### config.mk
export PLATFORM = sky130hd
export DESIGN_NAME = regfile_dump_reader
export DESIGN_NICKNAME = d
export VERILOG_FILES = /design/src/rtl/regfile_pkg.sv /design/src/rtl/regfile_dump_reader.sv
export SDC_FILE = /design/constraint.sdc
export NUM_CORES = 1
export LEC_CHECK = 0
export ABC_AREA = 1
export BUFFER_PORTS_ARGS = -buffer_cell sky130_fd_sc_hd__buf_2
export CAP_MARGIN = 30
export CORE_MARGIN = 2
export CORE_UTILIZATION = 27
export CTS_CLUSTER_DIAMETER = 40
export DETAILED_ROUTE_END_ITERATION = 12
export HOLD_SLACK_MARGIN = 0.1
export PLACE_DENSITY_LB_ADDON = 0.12
export SETUP_SLACK_MARGIN = 0.3
export SLEW_MARGIN = 0
export SYNTH_ARGS = -nofsm -noshare
export SYNTH_HDL_FRONTEND = slang
export SYNTH_SLANG_ARGS = --single-unit
### constraint.sdc
create_clock -name clk -period 2.4 [get_ports clk]
set_clock_uncertainty 0.15 [all_clocks]
set_input_delay 0.48 -clock clk [delete_from_list [all_inputs] [get_ports clk]]
set_output_delay 0.48 -clock clk [all_outputs]
set_load 0.05 [all_outputs]
### src/rtl/regfile_pkg.sv
// -----------------------------------------------------------------------------
// regfile_pkg
//
// Shared definitions for the 8 x 10-bit register file and its clients.
//   RF_DATA_W    register word width
//   RF_ADDR_W    register address width
//   RF_NUM_REGS  number of registers (2**RF_ADDR_W)
//   DUMP_*       state encoding of the dump reader FSM
// -----------------------------------------------------------------------------
package regfile_pkg;

    localparam int RF_DATA_W   = 10;
    localparam int RF_ADDR_W   = 3;
    localparam int RF_NUM_REGS = 8;

    // Dump reader FSM encoding. Plain constants rather than an enum so the
    // encoding is visible to tools and scripts that expect fixed codes.
    localparam logic [1:0] DUMP_IDLE  = 2'd0;
    localparam logic [1:0] DUMP_FETCH = 2'd1;
    localparam logic [1:0] DUMP_SEND  = 2'd2;

endpackage : regfile_pkg

### src/rtl/regfile_dump_reader.sv
// -----------------------------------------------------------------------------
// regfile_dump_reader
//
// Read-only client of the register file. On start it walks the address range
// first_addr..last_addr (inclusive, wrapping modulo 2**ADDR_W) through one
// combinational read port and streams every word out on a valid/ready
// interface to the debug/trace path. One beat every two cycles at best.
//
// Ports:
//   clk         system clock, rising edge
//   rst         synchronous active-high reset
//   start       one-cycle dump request, honoured only while idle
//   first_addr  first register to read, sampled with start
//   last_addr   last register to read (inclusive), sampled with start
//   busy        high whenever the reader is not idle
//   done        one-cycle pulse after the final beat is accepted
//   raddr       read address to the register file
//   rdata       combinational read data from the register file
//   out_valid   out_data/out_addr/out_last hold a beat
//   out_ready   downstream accepts the beat when out_valid is also high
//   out_data    captured register value
//   out_addr    address the value was read from
//   out_last    final beat of the dump
// -----------------------------------------------------------------------------
module regfile_dump_reader
    import regfile_pkg::*;
#(
    parameter int DATA_W = RF_DATA_W,
    parameter int ADDR_W = RF_ADDR_W
) (
    input  logic              clk,
    input  logic              rst,
    input  logic              start,
    input  logic [ADDR_W-1:0] first_addr,
    input  logic [ADDR_W-1:0] last_addr,
    output logic              busy,
    output logic              done,
    output logic [ADDR_W-1:0] raddr,
    input  logic [DATA_W-1:0] rdata,
    output logic              out_valid,
    input  logic              out_ready,
    output logic [DATA_W-1:0] out_data,
    output logic [ADDR_W-1:0] out_addr,
    output logic              out_last
);

    logic [1:0]        state;
    logic [ADDR_W-1:0] end_addr;
    logic              accept;

    assign accept = out_valid && out_ready;
    assign busy   = (state != DUMP_IDLE);

    // raddr doubles as the walk cursor: it is loaded when entering FETCH and
    // simply holds its value everywhere else, so the read port only ever sees
    // the address being fetched or the one last fetched.
    always_ff @(posedge clk) begin
        // NOTE: all state here uses non-blocking assignments so every register
        // samples the pre-edge values, whatever the statement order.
        if (rst) begin
            state     <= DUMP_IDLE;
            end_addr  <= '0;
            raddr     <= '0;
            done      <= 1'b0;
            out_valid <= 1'b0;
            out_data  <= '0;
            out_addr  <= '0;
            out_last  <= 1'b0;
        end else begin
            // NOTE: done defaults low every cycle so it can only ever be a
            // single-cycle pulse, set below on the final accepted beat.
            done <= 1'b0;

            case (state)
                DUMP_IDLE: begin
                    if (start) begin
                        raddr    <= first_addr;
                        end_addr <= last_addr;
                        state    <= DUMP_FETCH;
                    end
                end

                DUMP_FETCH: begin
                    // Snapshot the word now; later register-file writes do
                    // not disturb the beat while it waits in SEND.
                    out_data  <= rdata;
                    out_addr  <= raddr;
                    out_last  <= (raddr == end_addr);
                    out_valid <= 1'b1;
                    state     <= DUMP_SEND;
                end

                DUMP_SEND: begin
                    if (accept) begin
                        out_valid <= 1'b0;
                        if (out_last) begin
                            done  <= 1'b1;
                            state <= DUMP_IDLE;
                        end else begin
                            // Natural wrap from 2**ADDR_W-1 to 0.
                            raddr <= raddr + ADDR_W'(1);
                            state <= DUMP_FETCH;
                        end
                    end
                end

                default: begin
                    state <= DUMP_IDLE;
                end
            endcase
        end
    end

endmodule : regfile_dump_reader

Yosys cells after proc, flatten, opt, wreduce, memory -nomap -nowiden --
Index checks and enable logic that the tools add are counted.
Operators by class: muxes and demuxes 11, add/sub/neg operators 1, reductions and logical operators 10, equality and inequality tests 6, bitwise logic cells 2
Operator list (number):
- $mux 3 | 3
- $ne 2x2->1 const B | 3
- $pmux 2 s3 | 1
- $pmux 3 s2 | 1
- $reduce_and 2->1 | 3
- $reduce_bool 2->1 | 3
- $mux 2 | 2
- $reduce_and 4->1 | 1
- $add 3x1->3 const B | 1
- $eq 3x3->1 | 1
- $mux 1 | 3
- $reduce_or 3->1 | 1
- $eq 2x1->1 const B | 1
- $eq 2x2->1 const B | 1
- $logic_not 2->1 | 1
- $not 1->1 | 2
- $pmux 1 s2 | 1
- $logic_and 1x1->1 | 1
Word-level totals: flip-flop bits (word level) 24, input port bits 20, word-level logic and storage cells 38, output and inout port bits 20

Logic depth before layout (Yosys ltp) --
depth after elaboration 4, depth in mapped cells 7, mapped depth without buffers 7

Worst setup path before layout --
No wires, ideal clock.
kind register to register, start point reg raddr[0], end point reg raddr[2], slack 0.905 ns, data arrival time 1.232 ns, stages on the path, launching flop included 7, clock period less this slack 1.495 ns, cell sequence dfxtp_1 > ha_1 > nand2_1 > nand3_1 > nand2_1 > nor2_1 > nor2_1
On the way: cells in the longest elaborated chain, start to end 4
RTL lines:
- start, declared | line regfile_dump_reader.sv:38 | output logic [ADDR_W-1:0] raddr,
- start signal, assigned | line regfile_dump_reader.sv:77 | raddr <= first_addr;
- start signal, assigned | line regfile_dump_reader.sv:101 | raddr <= raddr + ADDR_W'(1);
- $add 3x1->3 | line regfile_dump_reader.sv:101
- $mux 3 | line regfile_dump_reader.sv:96 | if (out_last) begin
- $mux 3 | line regfile_dump_reader.sv:94 | if (accept) begin
- $pmux 3 s2 | line regfile_dump_reader.sv:74 | case (state)
No other way between the ends. The select of a mux whose other input is x is not followed. A chain may end at the register's enable or synchronous reset.

Worst setup path after layout --
start point reg state[1], end point out busy
On the way: cells in the longest elaborated chain, start to end 1
RTL lines:
- start, declared | line regfile_dump_reader.sv:47 | logic [1:0] state;
- start signal, assigned | line regfile_dump_reader.sv:61 | state <= DUMP_IDLE;
- start signal, assigned | line regfile_dump_reader.sv:79 | state <= DUMP_FETCH;
- start signal, assigned | line regfile_dump_reader.sv:90 | state <= DUMP_SEND;
- $reduce_bool 2->1 | line regfile_dump_reader.sv:52 | assign busy = (state != DUMP_IDLE);
- end, declared | line regfile_dump_reader.sv:36 | output logic busy,
No other way between the ends.

==> results.yml <==
route:
  wirelength_um: 2250
  firstDrtPassIters: 4
  drtIter0Drc: 18
  vias: 905
  post_drt_wl_per_cell_um: 10.4
  antenna_left: 0
  vias_per_cell: 4.21
  route.detailed.drc: 0
layout:
  final_nets: 191
  post-route-util: 0.361
  syn_to_final_growth_pct: 27.5
  num_antenna_cells: 0
  drive_above_1_share: 0.272
floorplan:
  io-pin-count: 40
  die-area_um2: 4050
  die_x_um: 63.7
  core_area_um2: 3390
  rows: 21
  start_util: 0.283
  die_y_um: 63.7
logic_synthesis:
  yosysTopAreaCell: "dfxtp_1"
  syn_area_um2: 961
  syn_nets: 151
  synth.most_common_cell: "nor2_1"
  synth-edff-count: 0
  synth_commonest_cells: "nor2_1 (37), dfxtp_1 (24), nand2_1 (19)"
  synth-seq-cells: 24
  yosysTopAreaCellShare: 0.500
  synth_cell_types: 17
  syn_avg_cell_area_um2: 7.39
  yosys-top-cells-area: "dfxtp_1 (50%), nor2_1 (14%), o21ai_0 (9.4%), nand2_1 (7.4%), inv_1 (4.3%)"
  synthCells: 130
  ys_seq_area_frac: 0.500
  async_reset_ff_frac: 0
  ys.flop_type: "dfxtp_1"
  yosysWarnings: 0
clock_network:
  clockBufferDepth: 2
  numClockSinks: 24
  htree_levels: 1
  clk_latency_ps: 310
  cts_hold_buf: 0
  cts_resized: 0
  cts_root_buffer: "clkbuf_4"
  post_cts_buffers: 0
  cts_tree: "built"
  clk_pin_slew_ps: 130
  cts_made_buffers: 3
power_and_ir_drop:
  vdd_ir_drop_max_v: 0.000273
  p_int_w: 0.000686
  cellLeakagePower_nw: 0.641
  clkPwrFrac: 0.172
  p_comb_frac: 0.402
  power.switching_w: 0.000534
  cellPowerDensity_nw_per_um2: 996
  switching_share: 0.438
  p_seq_frac: 0.426
hold_path:
  hold_depth: 2
  hold_class: "primary input to flop"
timing:
  fmax_mhz: 565
  worst_pin_slew_ps: 550
  timing.final.max_slew_violations: 0
  rsz0062_at_grt: "false"
  finalSetupTns_ps: 0
  hold_viol_final: 0
  relSlewSlack: 0.633
  finalSetupViolCount: 0
  min_period_over_period: 0.738
  fin_ws_ps: 629
  min_period_ps: 1770
job:
  maxCapViolations: 0
critical_path:
  critical_path_class: "flop to output port"
  cp.arrival_ps: 1140
  max_stage_delay_ps: 430
  path_max_fanout: 5
  cp-end-kind: "output port"
  required_ps: 1770
  reg2reg_depth: 6
  slowest_stage: "dfxtp_1"
  crit_chain: "nor2_1, inv_1, buf_2"
  worst_setup_path_start_kind: "flop"
outcome:
  status: "finished clean"
grt:
  grt_pass1_wl_um: 3630
  grt_usage: 0.114
  grt_max_degree: 23
  first_global_vias: 817
  antenna_found_initial: 0
  overflow: 0
placed_design:
  port-buffer-count: 39
  globalplace.congestion: 0.691
  place_ws_ps: 835
  dp_hpwl_um: 1690
-- cell families after synthesis --
logic type | count (synthesis) | share of synthesized area
AOI/OAI and AO/OA | 25 | 0.130
xor gates and xnor gates | 3 | 0.0273
adders and majority gates | 1 | 0.0130
buffers and inverters | 16 | 0.0768
DFF | 24 | 0.500
and+or+nand+nor | 61 | 0.253
-- placed cells by master (no fill, tap or decap) --
| cell | instances |
|---|---|
| clkbuf_8 | 1 |
| nor2_1 | 37 |
| o21ai_1 | 1 |
| buf_4 | 1 |
| clkbuf_4 | 3 |
| nor2_2 | 1 |
| inv_1 | 11 |
| buf_2 | 39 |
| nand2_1 | 19 |
| a21oi_1 | 6 |
| nand3_1 | 2 |
| o21ai_0 | 18 |
| nand3_2 | 1 |
| dfxtp_1 | 24 |
| ha_1 | 1 |
| and3_1 | 1 |
| xnor2_1 | 3 |
-- per-layer routing --
metal | wire length (µm) | global-route usage | up-vias
li1 | - | - | 482
met4 | 19 | 0.0489 | 0
met5 | 0 | 0 | -
met2 | 1020 | 0.184 | 25
met1 | 1100 | 0.145 | 396
met3 | 110 | 0.0250 | 2
-- critical path: cells and delay by family, from the launching register on --
kind	cells	cell delay [ps]
DFF	1	430
buffers and inverters	2	300
and+or+nand+nor	1	100
-- metrics by stage --
step	hold slack (ps)	instances	power (W)	area, µm²
after floorplan	325	130	0.000911	961
after global placement	332	211	0.00102	1190
after detailed placement	348	211	0.00103	1190
after CTS	165	215	0.00124	1220
after global routing	165	215	0.00131	1220
final	179	215	0.00122	1220
-- path summary, 6_finish.rpt --
path | from | to | slack [ps]
max reg2reg | state[0] | out_data[6] | 990
min | rst | state[1] | 180
min reg2reg | end_addr[0] | end_addr[0] | 360
max | state[1] | busy | 630
-- registers in the layout, summed over array words and instances (netlist names) --
| register | cells |
|---|---|
| out_data | 10 |
| done | 1 |
| out_valid | 1 |
| out_last | 1 |
| end_addr | 3 |
| out_addr | 3 |
| state | 2 |
| raddr | 3 |
-- final cells by class --
cell class | count | area, µm²
clock buffers | 4 | 36.3
inverters | 11 | 41.3
multi-input cells | 90 | 407
flip-flops and latches | 24 | 480
fillers | 382 | 2160
repair buffers | 40 | 203
well taps | 46 | 57.6
-- power by group through the flow --
| stage | combinational (W) | clock [W] | sequential [W] |
|---|---|---|---|
| floorplan | 0.000196 | 0 | 0.000714 |
| global placement | 0.000493 | 0 | 0.000528 |
| detailed placement | 0.000497 | 0 | 0.000529 |
| CTS | 0.000498 | 0.000224 | 0.000522 |
| global route | 0.000539 | 0.000239 | 0.000532 |
| finish | 0.000490 | 0.000210 | 0.000520 |
Note: power is estimated with default switching activity, not from simulation.
